===== config.mk =====
export PLATFORM = sky130hd
export DESIGN_NAME = multicycle_sequencer
export DESIGN_NICKNAME = d
export VERILOG_FILES = /design/src/rtl/dualis_pkg.sv /design/src/rtl/seq_watchdog.sv /design/src/rtl/multicycle_sequencer.sv
export SDC_FILE = /design/constraint.sdc
export NUM_CORES = 1
export LEC_CHECK = 0
export CAP_MARGIN = 20
export CORE_ASPECT_RATIO = 0.8
export CORE_MARGIN = 5
export CORE_UTILIZATION = 30
export DETAILED_ROUTE_END_ITERATION = 8
export GPL_ROUTABILITY_DRIVEN = 0
export SLEW_MARGIN = 20
export SYNTH_ARGS = -nofsm -noshare
export SYNTH_HDL_FRONTEND = slang
export SYNTH_HIERARCHICAL = 1
export SYNTH_SLANG_ARGS = --single-unit
export TNS_END_PERCENT = 30

===== constraint.sdc =====
create_clock -name clk -period 2.9 [get_ports clk]
set_input_delay 0.58 -clock clk [delete_from_list [all_inputs] [get_ports clk]]
set_output_delay 0.58 -clock clk [all_outputs]
set_load 0.01 [all_outputs]

===== src/rtl/dualis_pkg.sv =====
// Shared definitions for the multi-cycle sequencer: RV32 opcode values,
// sequencer states, opcode classes and the opcode classifier.
package dualis_pkg;

    localparam logic [6:0] OP_R      = 7'b0110011;
    localparam logic [6:0] OP_LOAD   = 7'b0000011;
    localparam logic [6:0] OP_STORE  = 7'b0100011;
    localparam logic [6:0] OP_BRANCH = 7'b1100011;
    localparam logic [6:0] OP_JAL    = 7'b1101111;
    localparam logic [6:0] OP_LUI    = 7'b0110111;
    localparam logic [6:0] OP_AUIPC  = 7'b0010111;

    typedef enum logic [2:0] {
        IDLE,
        FETCH,
        DECODE,
        EXEC,
        MEM,
        WB,
        ERR
    } seq_state_t;

    typedef enum logic [2:0] {
        CL_R,
        CL_LOAD,
        CL_STORE,
        CL_BRANCH,
        CL_JAL,
        CL_LUI,
        CL_AUIPC,
        CL_ILLEGAL
    } op_class_t;

    // Map a raw opcode field onto the class the sequencer steers by.
    function automatic op_class_t classify(input logic [6:0] op);
        op_class_t cls;
        case (op)
            OP_R:      cls = CL_R;
            OP_LOAD:   cls = CL_LOAD;
            OP_STORE:  cls = CL_STORE;
            OP_BRANCH: cls = CL_BRANCH;
            OP_JAL:    cls = CL_JAL;
            OP_LUI:    cls = CL_LUI;
            OP_AUIPC:  cls = CL_AUIPC;
            default:   cls = CL_ILLEGAL;
        endcase
        return cls;
    endfunction

endpackage


===== src/rtl/seq_watchdog.sv =====
// Bus-timeout watchdog: counts enabled cycles since the last clear and flags
// the cycle on which the LIMIT-th consecutive wait would be spent.
module seq_watchdog #(
    parameter int unsigned LIMIT = 15,
    parameter int unsigned TMR_W = 8
) (
    input  logic clk,
    input  logic rst_n,
    input  logic clr,
    input  logic en,
    output logic expired
);

    localparam logic [TMR_W-1:0] LAST = TMR_W'(LIMIT - 1);

    logic [TMR_W-1:0] cnt_q;
    logic [TMR_W-1:0] cnt_d;

    // Clear dominates; otherwise count every enabled cycle.
    always_comb begin
        cnt_d = cnt_q;
        if (clr) begin
            cnt_d = '0;
        end else if (en) begin
            cnt_d = cnt_q + 1'b1;
        end
    end

    // Counter register with synchronous active-low reset.
    always_ff @(posedge clk) begin
        if (!rst_n) begin
            cnt_q <= '0;
        end else begin
            cnt_q <= cnt_d;
        end
    end

    // A clearing event (memory completion) in the same cycle suppresses expiry.
    assign expired = en && !clr && (cnt_q == LAST);

endmodule


===== src/rtl/multicycle_sequencer.sv =====
// Multi-cycle RV32 control sequencer: steps the shared datapath through
// FETCH/DECODE/EXEC/MEM/WB, owns the memory handshake and a bus watchdog.
// Optional feature: define SEQ_PERF_CNT_EN to add the retired_cnt output.
module multicycle_sequencer
    import dualis_pkg::*;
#(
    parameter int unsigned MEM_TIMEOUT = 15,
    parameter int unsigned TMR_W       = 8
) (
    input  logic       clk,
    input  logic       rst_n,
    input  logic       run,
    input  logic [6:0] opcode,
    input  logic       zero,
    input  logic       mem_ready,
    output logic       ir_write,
    output logic       pc_write,
    output logic       reg_write,
    output logic       alusrc,
    output logic       branch,
    output logic       mem_read,
    output logic       mem_write,
    output logic       mem_to_reg,
    output logic       busy,
    output logic       fault
`ifdef SEQ_PERF_CNT_EN
    ,
    output logic [31:0] retired_cnt
`endif
);

    seq_state_t state_q, state_d;
    op_class_t  class_q, class_d;
    logic       retire;
    logic       waiting;
    logic       wd_clr;
    logic       wd_expired;

    // The watchdog only runs while a memory access is outstanding.
    assign waiting = (state_q == FETCH) || (state_q == MEM);
    assign wd_clr  = !waiting || mem_ready;

    seq_watchdog #(
        .LIMIT (MEM_TIMEOUT),
        .TMR_W (TMR_W)
    ) u_watchdog (
        .clk     (clk),
        .rst_n   (rst_n),
        .clr     (wd_clr),
        .en      (waiting),
        .expired (wd_expired)
    );

    // State and latched opcode class registers.
    always_ff @(posedge clk) begin
        if (!rst_n) begin
            state_q <= IDLE;
            class_q <= CL_R;
        end else begin
            state_q <= state_d;
            class_q <= class_d;
        end
    end

    // Next-state logic; run is consulted only in IDLE and at retire.
    always_comb begin
        state_d = state_q;
        class_d = class_q;
        retire  = 1'b0;
        case (state_q)
            IDLE: begin
                if (run) state_d = FETCH;
            end
            FETCH: begin
                if (mem_ready)       state_d = DECODE;
                else if (wd_expired) state_d = ERR;
            end
            DECODE: begin
                class_d = classify(opcode);
                state_d = (class_d == CL_ILLEGAL) ? ERR : EXEC;
            end
            EXEC: begin
                case (class_q)
                    CL_BRANCH:         retire  = 1'b1;
                    CL_LOAD, CL_STORE: state_d = MEM;
                    default:           state_d = WB;
                endcase
            end
            MEM: begin
                if (mem_ready) begin
                    if (class_q == CL_LOAD) state_d = WB;
                    else                    retire  = 1'b1;
                end else if (wd_expired) begin
                    state_d = ERR;
                end
            end
            WB:      retire  = 1'b1;
            ERR:     state_d = ERR;
            default: state_d = ERR;
        endcase
        if (retire) state_d = run ? FETCH : IDLE;
    end

    // Moore strobes from state and class; only ir_write/pc_write see live inputs.
    always_comb begin
        ir_write   = 1'b0;
        pc_write   = 1'b0;
        reg_write  = 1'b0;
        alusrc     = 1'b0;
        branch     = 1'b0;
        mem_read   = 1'b0;
        mem_write  = 1'b0;
        mem_to_reg = 1'b0;
        busy       = 1'b0;
        fault      = 1'b0;
        case (state_q)
            FETCH: begin
                busy     = 1'b1;
                mem_read = 1'b1;
                ir_write = mem_ready;
            end
            DECODE: busy = 1'b1;
            EXEC: begin
                busy   = 1'b1;
                alusrc = (class_q != CL_R) && (class_q != CL_BRANCH);
                if (class_q == CL_BRANCH) begin
                    branch   = 1'b1;
                    pc_write = zero;
                end else if (class_q == CL_JAL) begin
                    branch   = 1'b1;
                    pc_write = 1'b1;
                end
            end
            MEM: begin
                busy      = 1'b1;
                mem_read  = (class_q == CL_LOAD);
                mem_write = (class_q == CL_STORE);
            end
            WB: begin
                busy       = 1'b1;
                reg_write  = 1'b1;
                mem_to_reg = (class_q == CL_LOAD);
                pc_write   = (class_q != CL_JAL);
            end
            ERR:     fault = 1'b1;
            default: busy  = 1'b0;
        endcase
    end

`ifdef SEQ_PERF_CNT_EN
    logic [31:0] retired_cnt_q;
    logic [31:0] retired_cnt_d;

    // Count retiring instructions; wraps naturally at 2^32.
    always_comb begin
        retired_cnt_d = retired_cnt_q + {31'd0, retire};
    end

    // Retired-instruction counter register.
    always_ff @(posedge clk) begin
        if (!rst_n) begin
            retired_cnt_q <= '0;
        end else begin
            retired_cnt_q <= retired_cnt_d;
        end
    end

    assign retired_cnt = retired_cnt_q;
`endif

endmodule


==> reports/results.tsv <==
stage	metric	value	unit
global_route	antenna_found_initial	0	
layout	drive_gt1_frac	0.0962	
routing	final_antenna_net_count	0	
floorplanning	design.die.area	4610	sq um
floorplanning	core	3150	sq um
synth	syn-mean-instance-area	7.60	sq um
critical_path	crit_type	flip-flop to primary output	
layout	final_cells	196	
global_route	grt_use_met1	0.155	
power_and_ir_drop	p_leak	0.000459	uW
critical_path	start_kind	flip-flop	
timing	drv_slew	0	
critical_path	r2r_slack	380	ps
floorplanning	rows	18	
placement	dp_cells	192	
global_route	grt_overflow	0	
placement	port-buffer-count	21	
critical_path	end_kind	primary output	
worst_hold_path	worstHoldPathType	flip-flop to flip-flop	
routing	via_count	1004	
routing	drc	0	
global_route	grt_use_met3	0.0305	
layout	areaGrowthSynthToFinish	31.4	%
cts	clk_latency	250	ps
timing	fin_tns_setup	0	ps
synth	synth_cell_types	40	
critical_path	reg2reg_from	state_q[2]$_SDFFE_PN0P_	
timing	worstMarginPinSlew	541	ps
cts	h-tree-depth	1	
cts	cts.repair.resized	0	
global_route	grtUsageMet2	0.173	
critical_path	critPathTopFamily	simple AND/OR/NAND/NOR gates	
timing	hold_viol_final	0	
cts	cts_setup_buffers	0	
critical_path	path_buf_inv	1	
routing	wirelength	2380	um
cts	path_clk_slew	60	ps
global_route	grt_use_total	0.110	
floorplanning	dieHeight	61.7	um
cts	clockRootBuffer	clkbuf_8	
routing	dr.pass1.iters	4	
cts	cts_buffer_depth	2	
worst_hold_path	min-delay-start	u_watchdog/cnt_q[7]$_SDFFE_PP0P_	
routing	viasPerCell	5.12	
routing	routedWlPerCell	12.1	um
synth	synth-seq-area-share	0.279	
critical_path	cp.arrival	2050	ps
layout	fillCellCount	327	
timing	setup_violations	0	
synth	synth_warnings	6	
timing	rsz0062_at_grt	no	
run_status	status	complete, no violations	
job	cap_viol_max_count	0	
synth	synthesis.area	1000	sq um
synth	synth.ff_latch_count	14	
critical_path	critPathSlowestCell	clkdlybuf4s50_1	
timing	post-route-period-util	0.907	
global_route	grt_max_degree	15	
synth	syn_nets	146	
cts	cts_tree	done	
routing	drt_iter0_drc	74	
floorplanning	start_util	0.318	
cts	cts.sinks	14	
critical_path	worstPathRequired	2320	ps
global_route	grt_pass1_vias	834	
timing	slew_headroom	0.636	
timing	timing.final.crit_period	2630	ps
power_and_ir_drop	power-per-cell-area	654	nW/um^2
layout	fin_nets	171	
cts	cts_hold_buf	0	
global_route	grt_pass1_wl	3900	um
floorplanning	die_w	74.7	um
floorplanning	io_pins	22	
global_route	gr-max-usage-layer	met2	
timing	clock.fmax	380	MHz
cts	cts_buffers	3	
power_and_ir_drop	ir_worst_vdd	276	uV
critical_path	path_max_fanout	7	
layout	diodes	0	
placement	dp_hpwl	1780	um
timing	skew	4.37	ps
critical_path	startpoint	class_q[0]$_SDFFE_PN0P_	
synth	synth_cells	132	
critical_path	cpPeakStageDelay	550	ps
critical_path	crit_chain	or3b_1 > or2_1 > a21oi_1 > clkdlybuf4s50_1	
-- tightest hold or removal path: stages, from the launching register on --
cell and delay (ps):
dfxtp_1 320, o211ai_1 90, nand2_1 50
-- power by group --
part | internal, uW | switching (uW)
logic | 192 | 200
registers | 221 | 56.7
clock network | 120 | 73.0
total | 533 | 330
-- cells in the mapped netlist (all sizes together) --
cell type / count / area, sq um
clkbuf: 3 / 11.3
xor2: 5 / 43.8
buf: 2 / 18.8
o221a: 2 / 31.3
nand2b: 4 / 25.0
a211oi: 1 / 7.51
o32ai: 1 / 16.3
and2b: 1 / 8.76
inv: 6 / 22.5
nor3: 7 / 35.0
o211ai: 3 / 36.3
or2: 1 / 6.26
ha: 2 / 25.0
dfxtp: 14 / 280
nand3: 2 / 10.0
a41oi: 1 / 8.76
or3: 3 / 20.0
a22o: 1 / 8.76
o21ai: 10 / 50.1
a21oi: 11 / 55.1
nand3b: 2 / 15.0
nor2: 16 / 60.1
a31oi: 2 / 12.5
nand2: 13 / 48.8
o22ai: 2 / 12.5
or3b: 1 / 8.76
nor4b: 3 / 26.3
and3b: 1 / 8.76
nand4: 5 / 37.5
or4: 2 / 15.0
a21o: 1 / 7.51
nor2b: 2 / 12.5
xnor2: 1 / 8.76
a311oi: 1 / 8.76
-- layout make-up --
class                           count  area (sq um)  share of cell area
Clock buffer                        4          55.1              0.0417
Inverter                            6          22.5              0.0171
Sequential cell                    14           280               0.213
Tap cell                           40          50.0              0.0380
Multi-Input combinational cell    107           671               0.509
Timing Repair Buffer               25           240               0.182
-- metrics by stage --
step                setup slack (ps)  total power [uW]  utilization  instance area (sq um)  hold slack (ps)
finish                           269               863        0.418                   1320              498
global route                     180               925        0.418                   1320              517
CTS                              278               869        0.418                   1320              500
detailed placement               374               673        0.401                   1260              492
global placement                 378               667        0.401                   1260              477
floorplan                        603               547            -                   1000              461
-- per-layer routing --
metal  vias to the layer above  routed length (um)
met2                        31                1030
met1                       440                1150
met3                         0                 201
met5                         -                   0
li1                        533                   -
met4                         0                   0
-- worst paths after layout --
check / to / cells after the start
worst max-delay path: mem_read / 4
worst min-delay path: u_watchdog/cnt_q[7]$_SDFFE_PP0P_ / 2
worst max register to register: state_q[0]$_SDFFE_PN0P_ / 10
worst min register to register: u_watchdog/cnt_q[7]$_SDFFE_PP0P_ / 2
-- placed cells by master (no fill, tap or decap), drive strengths merged, types with 5 or more instances in the layout --
cell type,instances
o21ai,10
nor3,7
a21oi,11
nor2,16
dfxtp,14
xor2,5
nand2,13
inv,6
nand4,5
clkdlybuf4s50,21
-- state kept, by name, indices dropped and copies added, names as in the netlist --
name              flops
class_q               3
state_q               3
u_watchdog/cnt_q      8
-- cells by family (layout without fill, tap and decap cells) --
logic type                 Yosys count  after routing  share of synthesized area
buffers and inverters               11             35                     0.0524
adders and majority gates            2              2                     0.0249
DFF                                 14             14                      0.279
xor gates and xnor gates             6              6                     0.0524
AOI/OAI and AO/OA                   36             36                      0.254
and+or+nand+nor                     63             63                      0.337
Note: power is estimated with default switching activity, not from simulation.
